$ cat src/rtl/mult_arbiter.sv
// Round-robin front end that shares one external fixed-latency signed multiplier among NREQ requesters.
// Optional MULT_ARBITER_PERF_EN adds transfer and credit-stall counters.
module mult_arbiter #(
  parameter int WIDTH = 32,
  parameter int NREQ  = 4,
  parameter int LAT   = 3,
  parameter int IDW   = $clog2(NREQ)
) (
  input  logic                    clk,
  input  logic                    rst_n,
  input  logic [NREQ-1:0]         req_valid,
  output logic [NREQ-1:0]         req_ready,
  input  logic [NREQ*WIDTH-1:0]   req_a,
  input  logic [NREQ*WIDTH-1:0]   req_b,
  output logic                    mul_valid_in,
  output logic [WIDTH-1:0]        mul_a,
  output logic [WIDTH-1:0]        mul_b,
  input  logic                    mul_valid_out,
  input  logic [2*WIDTH-1:0]      mul_p,
  output logic                    rsp_valid,
  input  logic                    rsp_ready,
  output logic [IDW-1:0]          rsp_id,
  output logic [2*WIDTH-1:0]      rsp_p,
  output logic                    busy
`ifdef MULT_ARBITER_PERF_EN
  ,
  output logic [31:0]             perf_issue_cnt,
  output logic [31:0]             perf_stall_cnt
`endif
);

  localparam int DEPTH = LAT + 1;
  localparam int CW    = $clog2(DEPTH + 1);
  localparam int PW    = $clog2(DEPTH);
  localparam int GW    = $clog2(LAT + 1);

  logic [IDW-1:0]     rr_ptr;
  logic [IDW-1:0]     winner;
  logic [IDW-1:0]     cand;
  logic               win_found;
  logic               credit_ok;
  logic               issue;
  logic [WIDTH-1:0]   win_a, win_b;
  logic [WIDTH-1:0]   mul_a_q, mul_b_q;

  logic               tag_v  [LAT];
  logic [IDW-1:0]     tag_id [LAT];
  logic               tag_out_v;
  logic [GW-1:0]      ign_cnt;
  logic               ign;
  logic               push, pop;
  logic               err_lat;

  logic [IDW-1:0]     fifo_id [DEPTH];
  logic [2*WIDTH-1:0] fifo_p  [DEPTH];
  logic [PW-1:0]      wr_ptr, rd_ptr;
  logic [CW-1:0]      fifo_count, inflight_count;
  logic [CW:0]        occupancy;

  // NOTE: every variable gets a default before the loop so no path leaves it unassigned (no latch).
  always_comb begin
    winner    = '0;
    win_found = 1'b0;
    cand      = '0;
    for (int k = 0; k < NREQ; k++) begin
      cand = IDW'((int'(rr_ptr) + k) % NREQ);
      if (!win_found && req_valid[cand]) begin
        win_found = 1'b1;
        winner    = cand;
      end
    end
  end

  // A pop in the same cycle frees its slot, which lets a steady stream issue every cycle.
  assign occupancy = {1'b0, fifo_count} + {1'b0, inflight_count} - {{CW{1'b0}}, pop};
  assign credit_ok = occupancy < (CW+1)'(DEPTH);
  assign issue     = rst_n && win_found && credit_ok;

  always_comb begin
    req_ready = '0;
    if (issue) req_ready[winner] = 1'b1;
  end

  assign win_a        = req_a[int'(winner)*WIDTH +: WIDTH];
  assign win_b        = req_b[int'(winner)*WIDTH +: WIDTH];
  assign mul_valid_in = issue;
  assign mul_a        = issue ? win_a : mul_a_q;
  assign mul_b        = issue ? win_b : mul_b_q;

  assign tag_out_v = tag_v[LAT-1];
  assign ign       = (ign_cnt != '0);
  assign push      = !ign && tag_out_v && mul_valid_out;
  assign rsp_valid = (fifo_count != '0);
  assign pop       = rsp_valid && rsp_ready;
  assign rsp_id    = fifo_id[rd_ptr];
  assign rsp_p     = fifo_p[rd_ptr];
  assign busy      = (inflight_count != '0) || (fifo_count != '0);

  // NOTE: all state updates use <= so every flop samples pre-edge values regardless of statement order.
  always_ff @(posedge clk or negedge rst_n) begin
    if (!rst_n) begin
      rr_ptr         <= '0;
      mul_a_q        <= '0;
      mul_b_q        <= '0;
      inflight_count <= '0;
      err_lat        <= 1'b0;
      ign_cnt        <= GW'(LAT);
      for (int k = 0; k < LAT; k++) begin
        tag_v[k]  <= 1'b0;
        tag_id[k] <= '0;
      end
    end else begin
      if (issue) begin
        rr_ptr  <= (winner == IDW'(NREQ-1)) ? '0 : winner + 1'b1;
        mul_a_q <= win_a;
        mul_b_q <= win_b;
      end
      tag_v[0]  <= issue;
      tag_id[0] <= winner;
      for (int k = 1; k < LAT; k++) begin
        tag_v[k]  <= tag_v[k-1];
        tag_id[k] <= tag_id[k-1];
      end
      // Results still draining from before a reset land inside this window and are ignored.
      if (ign) ign_cnt <= ign_cnt - 1'b1;
      if (!ign && (tag_out_v != mul_valid_out)) err_lat <= 1'b1;
      case ({issue, tag_out_v})
        2'b10:   inflight_count <= inflight_count + 1'b1;
        2'b01:   inflight_count <= inflight_count - 1'b1;
        default: ;
      endcase
    end
  end

  // NOTE: the result store is only LAT+1 entries, so it is reset and rsp_id/rsp_p read 0 out of reset.
  always_ff @(posedge clk or negedge rst_n) begin
    if (!rst_n) begin
      wr_ptr     <= '0;
      rd_ptr     <= '0;
      fifo_count <= '0;
      for (int k = 0; k < DEPTH; k++) begin
        fifo_id[k] <= '0;
        fifo_p[k]  <= '0;
      end
    end else begin
      if (push) begin
        fifo_id[wr_ptr] <= tag_id[LAT-1];
        fifo_p[wr_ptr]  <= mul_p;
        wr_ptr          <= (wr_ptr == PW'(DEPTH-1)) ? '0 : wr_ptr + 1'b1;
      end
      if (pop) rd_ptr <= (rd_ptr == PW'(DEPTH-1)) ? '0 : rd_ptr + 1'b1;
      case ({push, pop})
        2'b10:   fifo_count <= fifo_count + 1'b1;
        2'b01:   fifo_count <= fifo_count - 1'b1;
        default: ;
      endcase
    end
  end

`ifdef MULT_ARBITER_PERF_EN
  always_ff @(posedge clk or negedge rst_n) begin
    if (!rst_n) begin
      perf_issue_cnt <= '0;
      perf_stall_cnt <= '0;
    end else begin
      if (issue) perf_issue_cnt <= perf_issue_cnt + 32'd1;
      if ((|req_valid) && !credit_ok) perf_stall_cnt <= perf_stall_cnt + 32'd1;
    end
  end
`endif

endmodule
$ cat config.mk
export PLATFORM = sky130hd
export DESIGN_NAME = mult_arbiter
export DESIGN_NICKNAME = d
export VERILOG_FILES = /design/src/rtl/mult_arbiter.sv
export SDC_FILE = /design/constraint.sdc
export NUM_CORES = 1
export LEC_CHECK = 0
export CAP_MARGIN = 20
export CORE_MARGIN = 3
export CORE_UTILIZATION = 40
export CTS_BUF_LIST = sky130_fd_sc_hd__clkbuf_8
export DETAILED_ROUTE_END_ITERATION = 12
export GPL_TIMING_DRIVEN = 0
export PLACE_DENSITY = 0.74
export SYNTH_ARGS = -nofsm -noshare
export SYNTH_HDL_FRONTEND = slang
export SYNTH_SLANG_ARGS = --single-unit
$ cat constraint.sdc
create_clock -name clk -period 4.1 [get_ports clk]
set_input_delay 0.82 -clock clk [delete_from_list [all_inputs] [get_ports clk]]
set_output_delay 0.82 -clock clk [all_outputs]
set_load 0.05 [all_outputs]
-- After elaboration in Yosys (flattened, before gate mapping)
Cells that the tools add are included.
Widths: inputs -> output; s select.
- memory bits (writable): 0
- memories kept: 0
- output and inout bits: 137
- bits in read-only memories: 0
- latch bits: 0
- bits of input ports: 328
- logic and storage cells: 114
- register bits after elaboration: 351
- div/mod/pow operators: 0
- eq/ne operators: 7
- shift operators: 2
- reduce and logical (&&, ||, !) cells: 20
- add/subtract/negate cells: 13
- muxes and demuxes: 38
- bitwise operators: 2
- magnitude comparators: 10
- multipliers: 0
- operators by type and width (kind ; count):
    $bwmux 256 ; 1
    $shiftx 128x8->32 ; 2
    $mux 64 ; 3
    $bmux 64 s2 ; 1
    $demux 64 s2 ; 1
    $mux 32 ; 2
    $mux 2 ; 10
    $lt 2x3->1 const B ; 5
    $pmux 3 s2 ; 2
    $eq 2x2->1 const B ; 5
    $logic_and 1x1->1 ; 10
    $mux 1 ; 9
    $add 2x1->2 const B ; 4
    $bmux 1 s2 ; 4
    $bwmux 8 ; 1
    $add 3x1->3 const B ; 2
    $ge 3x3->1 const B ; 2
    $not 2->3 ; 2
    $reduce_bool 2->1 ; 3
    $reduce_bool 3->1 ; 2
    $sub 3x1->3 const B ; 2
    $add 2x2->2 const B ; 2
    $add 3x3->4 ; 1
    $bmux 2 s2 ; 1
    11 further kinds ; 15

-- Longest topological paths before layout
- depth in word-level cells: 17
- gate-level depth with buffers: 19
- depth with buffers taken out: 18

-- Worst setup path after synthesis
OpenSTA, ideal clock, no wires.
- path type: register to output
- start point: register fifo_count[1]
- end point: output mul_a[31]
- arrival: 3938 ps
- path slack: -658 ps
- required time: 3280 ps
- stages on the path, launching flop included: 16
- buffers on the path: 1
- cells stage by stage: dfrtp_1 -> inv_1 -> nand3_1 -> nand2_1 -> inv_1 -> ha_1 -> inv_1 -> ha_1 -> and3b_1 -> nor4_1 -> nor2_1 -> nor2_1 -> inv_2 -> buf_6 -> nand2_1 -> o221ai_1
- word-level cells in the longest chain between the ends: 6
- elaborated cells between the ends (all ways): 7
- those cells by class: add/sub (2); order compare (1); mux (1); reduce/logical (3)
- ends and longest elaborated chain (what ; line ; source):
    start: declaration ; 57 ; logic [CW-1:0] fifo_count, inflight_count;
    start signal: assignment ; 153 ; 2'b10: fifo_count <= fifo_count + 1'b1;
    start signal: assignment ; 154 ; 2'b01: fifo_count <= fifo_count - 1'b1;
    $reduce_bool 3->1 ; 93 ; assign rsp_valid = (fifo_count != '0);
    net rsp_valid ; 20 ; output logic rsp_valid,
    $logic_and 1x1->1 ; 94 ; assign pop = rsp_valid && rsp_ready;
    net pop ; 51 ; logic push, pop;
    $sub 4x1->4 ; 75 ; assign occupancy = {1'b0, fifo_count} + {1'b0, inflight_count} - {{CW{1'b0}}, pop};
    $lt 4x3->1 ; 76 ; assign credit_ok = occupancy < (CW+1)'(DEPTH);
    $logic_and 1x1->1 ; 77 ; assign issue = rst_n && win_found && credit_ok;
    net mul_valid_in ; 15 ; output logic mul_valid_in,
    $mux 32 ; - ;
    end: declaration ; 16 ; output logic [WIDTH-1:0] mul_a,
The timed path passes the listed nets, and every way through them passes these cells.

-- Final worst setup path
- start point: register fifo_count[1]
- end point: output mul_a[11]
- word-level cells in the longest chain between the ends: 6
- elaborated cells between the ends (all ways): 7
- those cells by class: add/sub (2); order compare (1); mux (1); reduce/logical (3)
- ends and longest elaborated chain (what ; line):
    $reduce_bool 3->1 ; 93
    $logic_and 1x1->1 ; 94
    net pop ; 51
    $sub 4x1->4 ; 75
    $lt 4x3->1 ; 76
    $logic_and 1x1->1 ; 77
    $mux 32 ; -
The timed path passes the listed nets, and every way through them passes these cells.

==> results.md <==
* Status: complete, but fails checks
* Failing checks: negative setup slack
* Synth area leader: dfrtp_1
* Largest net degree at the start of global routing at 126
* Bufs on Longest Clock Path at 3
* Final Hold Viols at 0
* Clock sinks at around 350
* Synth area leaders: dfrtp_1 (51%), mux2_2 (17%), mux4_2 (8.7%)
* Worst skew pair latency at 0.65 ns
* Die width at 213 um
* Top post-synthesis cells by count: dfrtp_1 (349), mux2_2 (265), mux2i_1 (131), nand2_1 (70), mux4_2 (66)
* Final GP Congestion at 0.905
* PwrDens at ~930 mW/mm^2
* Initial antenna violation count at 12
* Synthesized area per cell at 15.4 um^2
* HPWL Detailed at 39300 um
* Ys flop type: dfrtp_1
* Die height at 213 um
* CP Data Required Time at 3.28 ns
* Synth Net Count at 1458
* # nets final at 2030
* Design Power at around 0.024 W
* Fill cell total of the finished layout at approximately 3300
* Arrival @ worst endpoint at 3.53 ns
* Placed insts at 2117
* Initial Util at 0.406
* Top cell type's share of synthesized area at 0.512
* Fmax at 230 MHz
* Cell Area, Synth at 0.0171 mm^2
* WL/cell at 23.6 um
* Final period util at 1.06
* Crit. End Element: output port
* IO Port Bufs at 464
* YS warnings at 0
* Post-route ant nets at 0
* Worst Tran Pin Value at around 0.89 ns
* CTS tree: done
* Setup crit start kind: flip-flop
* DRT iter0 DRCs at 639
* RSZ-0062 raised after global routing: yes
* Final setup skew at 0.0244 ns
* Drt total wl at 53800 um
* Remaining global-route overflow at 0
* Top Ports at 465
* Top-count cell post-synth: dfrtp_1
* Clock slew at reported path FFs at 0.06 ns
* Total track usage at 0.235
* Core ar. at 0.0420 mm^2
* Number of global-route vias before repair at 13437
* Final min period at ~4.4 ns
* H-tree depth at 2
* Final cell count without fillers at 2279
* Num CTS Buffers at 60
* Yosys reg bits at roughly 350
* Area delta synth->final at 49.1%
* Post-synth EDFFs at 0
* Root Buffer: clkbuf_8
* First-pass GRT wire length at 80100 um
* P_leak at 11.3 nW
* Distinct cell type count after synthesis at 43
* Register area share after synthesis at 0.515
* Max-cap violation count at 0
* DR pass1 iterations at 4
* Setup violators final at 66
* Crit path launch: fifo_count[1]
* Max VDD drop at 1.16 mV
* R2r startpoint: fifo_count[1]
* Share of cells above drive strength 1 at 0.411
* Critical path class: reg -> out
* Max_slew headroom at 0.398
* Post-Syn Instances at 1111
* Via count at 11948
* Worst setup margin at -0.252 ns
* DRC at 0
* Final Slew Violations at 0
* Synth async-reset ratio at 1.00
* Worst min path class: in -> async
* Placement Setup Slack at -1.32 ns
* Crit-path max FO at 5
* Die area at roughly 0.045 mm^2
* Via density at 5.24
* Core Rows at 75
* Utilization after layout at 0.605
[repair_timing]
action                                  in CTS  in global routing
resized for setup                          606                 52
endpoints found under the setup margin      98                 81
gates cloned                                 5                  3
hold buffers                                 1                  0
pin swaps                                   60                 19
endpoints found under the hold margin       14                  0
buffers inserted                            24                 10
[worst paths after layout]
check,to,slack (ns),cells past startpoint
max,mul_a[11],-0.25,15
min,fifo_p[176],0.22,2
max reg2reg,inflight_count[2],0.67,20
min reg2reg,tag_id[2],0.34,0
max in group asynchronous,fifo_p[135],2.83,3
min in group clk,tag_id[2],0.34,0
[registers in the layout, summed over array words and instances (netlist names)]
register,cells
tag_v,2
rd_ptr,2
mul_a_q,32
ign_cnt,2
tag_id,6
fifo_id,8
tag_out_v,1
rr_ptr,2
fifo_count,3
mul_b_q,32
fifo_p,256
wr_ptr,2
inflight_count,3
[per-layer routing]
layer	vias to the layer above	global-route usage	share of wire
met2	396	0.432	0.53
li1	5320	-	-
met1	6127	0.256	0.36
met3	101	0.0540	0.059
met5	-	0	0.00043
met4	4	0.108	0.049
[cell usage in the layout, fill, tap and decap left out, drive strengths merged, types with 2 or more instances in the layout]
cell	synthesis	final
diode	0	9
ha	17	17
o221ai	64	64
xor2	3	3
bufinv	0	2
mux4	66	66
xnor2	5	5
mux2	265	265
clkdlybuf4s50	0	375
or3	3	3
buf	62	168
mux2i	131	131
a21boi	2	2
clkbuf	17	105
dfrtp	349	349
dlygate4sd2	0	19
clkinv	0	4
fa	2	2
o21ai	4	4
inv	21	45
nor2	5	5
dfstp	2	2
a21o	2	2
nand2	74	74
and2	4	4
[through the flow]
step	TNS, ns	hold WS, ns	area (um^2)
after floorplan	-0.189	0.331	17400
after detailed placement	-74.97	0.335	22800
after global routing	-21.85	0.223	25400
final	-12.47	0.224	25400
after global placement	-6522.12	0.333	22700
after CTS	-17.91	0.214	25100
[cells by family (layout without fill, tap and decap cells)]
logic type      Yosys count  count (layout)  share of synthesized area
other cells               0               9                          0
compound gates           77              77                     0.0608
fa+ha+maj                19              19                     0.0148
simple gates             94              94                     0.0235
buf+inv                 100             720                     0.0430
mux                     462             462                      0.339
xor+xnor                  8               8                    0.00411
flops                   351             351                      0.515
[worst max-delay path: stages, from the launching register on]
cell and delay (ns):
dfrtp_1 0.39, inv_2 0.09, nand3_4 0.09, nand2_4 0.08, inv_4 0.04, ha_4 0.15
inv_2 0.06, ha_4 0.19, and3b_2 0.22, nor4_4 0.26, nor2_2 0.11, or3_4 0.41
buf_12 0.18, buf_16 0.15, o221ai_4 0.25, buf_6 0.21
[cell type report]
type                    instances  area (um^2)  share of cell area
well taps                     539          674              0.0265
clock buffers                  79         1090              0.0427
multi-input cells             660         8430               0.331
plain buffers                  79          779              0.0306
flip-flops and latches        351         8790               0.345
inverters                      21         86.3             0.00339
clock inverters                31          201             0.00792
repair buffers                510         5380               0.212
diodes                          9         22.5            0.000885
[power by group]
group	total [W]	internal, W	switching (W)
sequential	0.00558	0.00493	0.000647
combinational	0.0147	0.00636	0.00832
clock	0.00332	0.00185	0.00147
total	0.0236	0.0131	0.0104
No activity file was read; power rests on OpenSTA's default activity.
